==> config.mk <==
export PLATFORM = sky130hd
export DESIGN_NAME = reg_file_32x32
export DESIGN_NICKNAME = d
export VERILOG_FILES = /design/src/rtl/reg_file_32x32_pkg.sv /design/src/rtl/reg_file_32x32_wr_decoder.sv /design/src/rtl/reg_file_32x32.sv
export SDC_FILE = /design/constraint.sdc
export NUM_CORES = 2
export LEC_CHECK = 0
export CAP_MARGIN = 10
export CORE_AREA = 2 2 324 326
export CTS_BUF_LIST = sky130_fd_sc_hd__clkbuf_8 sky130_fd_sc_hd__clkbuf_16
export CTS_CLUSTER_SIZE = 12
export DETAILED_ROUTE_END_ITERATION = 10
export DIE_AREA = 0 0 326 328
export DONT_BUFFER_PORTS = 1
export HOLD_SLACK_MARGIN = 0.08
export MAX_ROUTING_LAYER = met4
export SLEW_MARGIN = 20
export SYNTH_ARGS = -nofsm -noshare
export SYNTH_HDL_FRONTEND = slang
export SYNTH_HIERARCHICAL = 1
export SYNTH_SLANG_ARGS = --single-unit
==> constraint.sdc <==
create_clock -name clk -period 2.7 [get_ports clk]
set_input_delay 0.54 -clock clk [delete_from_list [all_inputs] [get_ports clk]]
set_output_delay 0.54 -clock clk [all_outputs]
set_load 0.01 [all_outputs]
==> src/rtl/reg_file_32x32_pkg.sv <==
// Shared datapath types for the single-cycle core:
// word/register-address widths and the hardwired zero register.
package reg_file_32x32_pkg;
  localparam int DATA_W   = 32;
  localparam int ADDR_W   = 5;
  localparam int NUM_REGS = 32;

  typedef logic [DATA_W-1:0] word_t;
  typedef logic [ADDR_W-1:0] reg_addr_t;

  localparam reg_addr_t ZERO_REG = 5'd0;
endpackage

==> src/rtl/reg_file_32x32_wr_decoder.sv <==
// One-hot write-enable decoder for the register file.
// Bit for the zero register is never set.
module reg_wr_decoder
  import reg_file_32x32_pkg::*;
#(
  parameter int ADDR_W   = reg_file_32x32_pkg::ADDR_W,
  parameter int NUM_REGS = reg_file_32x32_pkg::NUM_REGS
) (
  input  logic                i_wr_en,
  input  logic [ADDR_W-1:0]   i_wr_addr,
  output logic [NUM_REGS-1:0] o_we
);

  always_comb begin
    o_we = '0;
    if (i_wr_en)
      o_we[i_wr_addr] = 1'b1;
    o_we[ZERO_REG] = 1'b0;
  end

endmodule

==> src/rtl/reg_file_32x32.sv <==
// 2R1W 32x32 register file, r0 hardwired to zero.
// Define REGFILE_WR_BYPASS_EN for same-cycle write-through reads.
module reg_file_32x32
  import reg_file_32x32_pkg::*;
#(
  parameter int DATA_W   = reg_file_32x32_pkg::DATA_W,
  parameter int ADDR_W   = reg_file_32x32_pkg::ADDR_W,
  parameter int NUM_REGS = reg_file_32x32_pkg::NUM_REGS
) (
  input  logic              clk,
  input  logic              rst,
  input  logic [ADDR_W-1:0] rd_addr1,
  input  logic [ADDR_W-1:0] rd_addr2,
  output logic [DATA_W-1:0] rd_data1,
  output logic [DATA_W-1:0] rd_data2,
  input  logic              wr_en,
  input  logic [ADDR_W-1:0] wr_addr,
  input  logic [DATA_W-1:0] wr_data,
  output logic [7:0]        wr_count
);

  logic [DATA_W-1:0]   r_regs [NUM_REGS];
  logic [7:0]          r_wr_count;
  logic [NUM_REGS-1:0] w_we;

  reg_wr_decoder #(
    .ADDR_W   (ADDR_W),
    .NUM_REGS (NUM_REGS)
  ) u_dec (
    .i_wr_en   (wr_en),
    .i_wr_addr (wr_addr),
    .o_we      (w_we)
  );

  always_ff @(posedge clk) begin
    if (rst) begin
      for (int i = 0; i < NUM_REGS; i++)
        r_regs[i] <= '0;
      r_wr_count <= '0;
    end else begin
      for (int i = 1; i < NUM_REGS; i++)
        if (w_we[i])
          r_regs[i] <= wr_data;
      if (|w_we)
        r_wr_count <= r_wr_count + 8'd1;
    end
  end

`ifdef REGFILE_WR_BYPASS_EN
  logic w_byp1;
  logic w_byp2;

  // w_we already excludes r0, so bypass never leaks onto address 0
  assign w_byp1 = !rst && w_we[rd_addr1];
  assign w_byp2 = !rst && w_we[rd_addr2];

  always_comb begin
    rd_data1 = '0;
    rd_data2 = '0;
    if (rd_addr1 != '0)
      rd_data1 = w_byp1 ? wr_data : r_regs[rd_addr1];
    if (rd_addr2 != '0)
      rd_data2 = w_byp2 ? wr_data : r_regs[rd_addr2];
  end
`else
  always_comb begin
    rd_data1 = '0;
    rd_data2 = '0;
    if (rd_addr1 != '0)
      rd_data1 = r_regs[rd_addr1];
    if (rd_addr2 != '0)
      rd_data2 = r_regs[rd_addr2];
  end
`endif

  assign wr_count = r_wr_count;

endmodule
### After elaboration in Yosys (flattened, before gate mapping)

Memory sizes are Yosys's and may differ from the RTL's.
Cells that the tools add are included.

| storage, ports and cells | value |
|---|---|
| output and inout port bits | 72 |
| register bits after elaboration | 8 |
| input port bits | 50 |
| memory bits (writable) | 1024 |
| memories | 1 |

| cells by class | value |
|---|---|
| bitwise gates (word level) | 31 |
| order comparisons | 2 |
| add/sub/neg operators | 1 |
| reduce and logical (&&, ||, !) cells | 4 |
| muxes and demuxes | 131 |

Memories:

| memory | depth | width | read ports | clocked after Yosys merged registers in | write ports | line | text |
|---|---|---|---|---|---|---|---|
| r_regs | 32 | 32 | 2 | 0 | 32 | reg_file_32x32.sv:22 | `logic [DATA_W-1:0] r_regs [NUM_REGS];` |

Operators by type and width:

| operator | count |
|---|---|
| $mux W32 | 34 |
| $mux W1 | 96 |
| $or A1 B1 Y1 | 31 |
| $reduce_or A31 Y1 | 1 |
| $reduce_bool A5 Y1 | 2 |
| $add A8 B1 Y8 const B | 1 |
| $lt A5 B6 Y1 const B | 1 |
| $demux W1 S5 | 1 |
| $ge A5 B1 Y1 const B | 1 |
| $logic_and A1 B1 Y1 | 1 |

### Longest topological paths before layout

| logic depth | value |
|---|---|
| depth after elaboration | 9 |
| depth in mapped cells | 9 |
| depth with buffers taken out | 7 |

### By module

Netlist, hierarchy kept.

By module, submodules not included:

| module | times used | cells an instance | area an instance (um^2) | seq. area each (um^2) |
|---|---|---|---|---|
| reg_file_32x32 | 1 | 3213 | 51044.0 | 29948.7 |
| reg_wr_decoder | 1 | 48 | 237.7 | 0.0 |

### Worst setup path before layout

OpenSTA, ideal clock, no wires.

| timing path | value |
|---|---|
| path type | input to output |
| start point | input port rd_addr2[1] |
| end point | output port rd_data2[31] |
| arrival | 2.066 ns |
| setup slack | 0.094 ns |
| data required time | 2.160 ns |
| stages on the path | 7 |
| cell sequence | buf_2 > buf_4 > clkbuf_1 > mux4_2 > mux2i_1 > a21oi_1 > a211o_1 |

| on the way | value |
|---|---|
| cells in the longest elaborated chain, start to end | 2 |

Ends and longest elaborated chain:

| what | line | text |
|---|---|---|
| from (decl) | reg_file_32x32.sv:13 | `input logic [ADDR_W-1:0] rd_addr2,` |
| $mem_v2 Z32 W32 / $reduce_bool A5 Y1 (equally long branches) | - |  |
| $mux W32 * | reg_file_32x32.sv:71 | `if (rd_addr2 != '0)` |
| to (decl) | reg_file_32x32.sv:15 | `output logic [DATA_W-1:0] rd_data2,` |

Mark *: on every way between the ends. The rest lies on a longest branch, timed or not.

### Worst setup path in the final report

| timing path | value |
|---|---|
| start point | input port rd_addr2[0] |
| end point | output port rd_data2[19] |

Same word-level chain as after synthesis.

==> metrics.md <==
| Metric | Value |
|---|---|
| Port buffer count | `0` |
| Synth Area per Inst | `15.7 um2` |
| # rows | `118` |
| Fraction of registers with async set/reset | `0%` |
| RSZ-0062 raised after global routing | `yes` |
| GR Overflow Total | `0` |
| YS warnings | `6` |
| Met2 global-route usage | `48.3%` |
| CP Data Arrival Time | `2.89 ns` |
| Die X-Extent | `326 um` |
| Clock power share | `36.9%` |
| Setup slack after layout | `-0.734 ns` |
| Leakage | `20.6 nW` |
| TritonCTS clock tree | `done` |
| Relative slew slack | `15.1%` |
| Wirelength per Cell | `34.1 um` |
| Clock transition at the registers of the reported paths | `0.06 ns` |
| Critical path startpoint category | `input pin` |
| Sw power | `9.21 mW` |
| Crit path time final | `3.43 ns` |
| Outcome | `complete, but fails checks` |
| Die ar. | `0.107 mm2` |
| Final WL | `166,000 um` |
| Power, Total | `37.9 mW` |
| Drt pass-1 iters | `5` |
| H-tree depth | `3` |
| CTS sink cnt | `1,000` |
| Core footprint | `0.103 mm2` |
| Cell Int Power | `28.7 mW` |
| Final ANT Viol Nets | `0` |
| Synth unique cells | `45` |
| Die Y | `328 um` |
| Post-Synthesis Cells | `3,261` |
| CTS Buffer Depth | `3` |
| Initial antenna violation count | `5` |
| Area of the multi-input gates | `0.0216 mm2` |
| P per Cell Area | `633 mW/mm2` |
| Setup violators final | `64` |
| Combinational fraction of design power | `13.6%` |
| Clock skew | `0.00498 ns` |
| Placed wire-length estimate | `93,000 um` |
| Vias | `32,671` |
| Post-synthesis sequential area ratio | `58.4%` |
| Register area | `0.0299 mm2` |
| Vias in the first global route | `33,030` |
| Nets | `3,453` |
| Initial Util | `49.7%` |
| Critical path type | `input pin to output port` |
| Most frequent cells in the layout | `edfxtp_1, and2_1, mux4_2` |
| Post-synth EDFFs | `992` |
| Fill cell total of the finished layout | `7,855` |
| Yosys reg bits | `1,000` |
| Root Buffer | `clkbuf_16` |
| Met3 Usage GRT | `7.42%` |
| Post-Syn Nets | `3,312` |
| IO Pins | `122` |
| Final Hold Fails | `0` |
| Crit. End Element | `output port` |
| Max Clock Freq | `0.291 GHz` |
| Layout cells sized above 1 | `37.7%` |
| Met1 Track Usage GR | `42.8%` |
| Register share of total power | `49.4%` |
| Synth-to-Final Area Change | `16.6%` |
| Utilization after layout | `58.0%` |
| Cell taking the most area after synthesis | `edfxtp_1` |
| Worst min path class | `input pin to flip-flop` |
| Placer Congestion | `0.853` |
| Net Sw Frac | `24.3%` |
| Final period util | `127%` |
| GRT Util Overall | `31.8%` |
| Num CTS Buffers | `108` |
| Initial DRC count | `3,859` |
| Largest net degree at the start of global routing | `380` |
| Drt via density | `6.70` |
| Setup WS pre-CTS | `-0.376 ns` |
| CP max FO | `257` |
| Ys flop type | `edfxtp_1` |
| Final-report max-slew violation count | `0` |
| Failing checks | `setup timing` |
| Most Crowded Layer GR | `met2` |
| Cell area after synthesis | `0.0513 mm2` |
| Post-route DRC | `0` |
| Max rail drop VDD | `552 uV` |
| Most common cell after layout, fill and taps aside | `edfxtp_1` |
| First-pass GRT wire length | `237,000 um` |
| Required @ worst endpoint | `2.16 ns` |
| Slew @ Worst Pin | `1.27 ns` |
| Synth area leaders | `edfxtp_1, mux4_2, and2_1` |
| Clk_lat worst skew | `0.67 ns` |
| Synth top area share | `58.1%` |
| Maxcap violations | `0` |
[layout make-up]
| class | instances | area share (%) |
|---|---|---|
| inverter | 1 | 0.00627 |
| antenna | 7 | 0.0293 |
| multi-input combinational | 1950 | 36.1 |
| clock inverter | 85 | 0.860 |
| timing repair buffer | 341 | 5.37 |
| tap | 1380 | 2.89 |
| sequential | 1000 | 50.1 |
| clock buffer | 111 | 4.64 |
[cell usage after synthesis, types with 50 or more instances]
| library cell | count |
|---|---|
| mux2i_1 | 143 |
| clkbuf_1 | 174 |
| a221oi_1 | 81 |
| nor2_1 | 77 |
| and2_1 | 544 |
| a211oi_1 | 64 |
| nor2b_1 | 87 |
| buf_2 | 89 |
| mux4_2 | 375 |
| edfxtp_1 | 992 |
| mux2_2 | 172 |
| nor3_1 | 50 |
[sequential cells by signal, indices dropped and copies added, names as in the netlist]
signal	cells
wr_count	8
r_regs	992
[critical path: stages]
cell	delay (ns)
nor2b_4	0.34
buf_6	0.13
buf_12	0.15
a221oi_1	0.11
nor3_1	0.31
a211oi_1	0.10
buf_4	0.17
a221oi_1	0.42
buf_4	0.22
[layer usage]
layer  vias to the layer above  wire (um)
met5                         -          0
met4                         0       5480
met3                       325      16400
met2                      1747      78100
met1                     17283      66100
li1                      13316          -
[metrics by stage]
stage                     cell area [um2]  cells  TNS [ns]  hold WS, ns
final                               59800   4875    -31.99        0.197
after global routing                59800   4871    -22.16        0.191
after CTS                           59200   4852    -18.44        0.156
after detailed placement            54700   4645     -8.33        0.590
after global placement              54700   4645     -8.94        0.548
after floorplan                     51300   3261         0        0.515
[final timing paths]
path	startpoint	to	slack [ns]	cells past startpoint
max	rd_addr2[0]	rd_data2[19]	-0.73	9
min	rst	r_regs[30][11]	0.20	1
max reg2reg	wr_count[3]	wr_count[6]	1.36	4
min reg2reg	wr_count[4]	wr_count[4]	0.60	2
[what timing repair did]
| item | CTS | global route |
|---|---|---|
| buffers inserted | 27 | 20 |
| endpoints found under the setup margin | 64 | 64 |
| hold endpoints to repair | 8 | 0 |
| pin swaps | 69 | 42 |
| hold buffers | 1 | 0 |
| resized for setup | 243 | 91 |
| cloned | 0 | 1 |
[logic make-up (layout without fill, tap and decap cells)]
group,after synthesis,after routing,synth area share [%]
AO/OA/AOI/OAI,374,374,5.59
multiplexers,690,690,23.0
AND/OR/NAND/NOR,879,879,10.0
flip-flops,1000,1000,58.4
other,1,8,0.00731
buffers and inverters,311,538,2.82
adder cells (fa/ha/maj),1,1,0.0244
XOR/XNOR,5,5,0.0854
[power groups by stage]
| stage | combinational, mW | clock, mW | sequential [mW] |
|---|---|---|---|
| CTS | 4.93 | 14.1 | 18.7 |
| global route | 5.35 | 14.7 | 18.8 |
| detailed placement | 4.57 | 0 | 19.0 |
| global placement | 4.53 | 0 | 18.9 |
| finish | 5.16 | 14.0 | 18.7 |
| floorplan | 3.13 | 0 | 18.8 |
No activity file was read; power rests on OpenSTA's default activity.
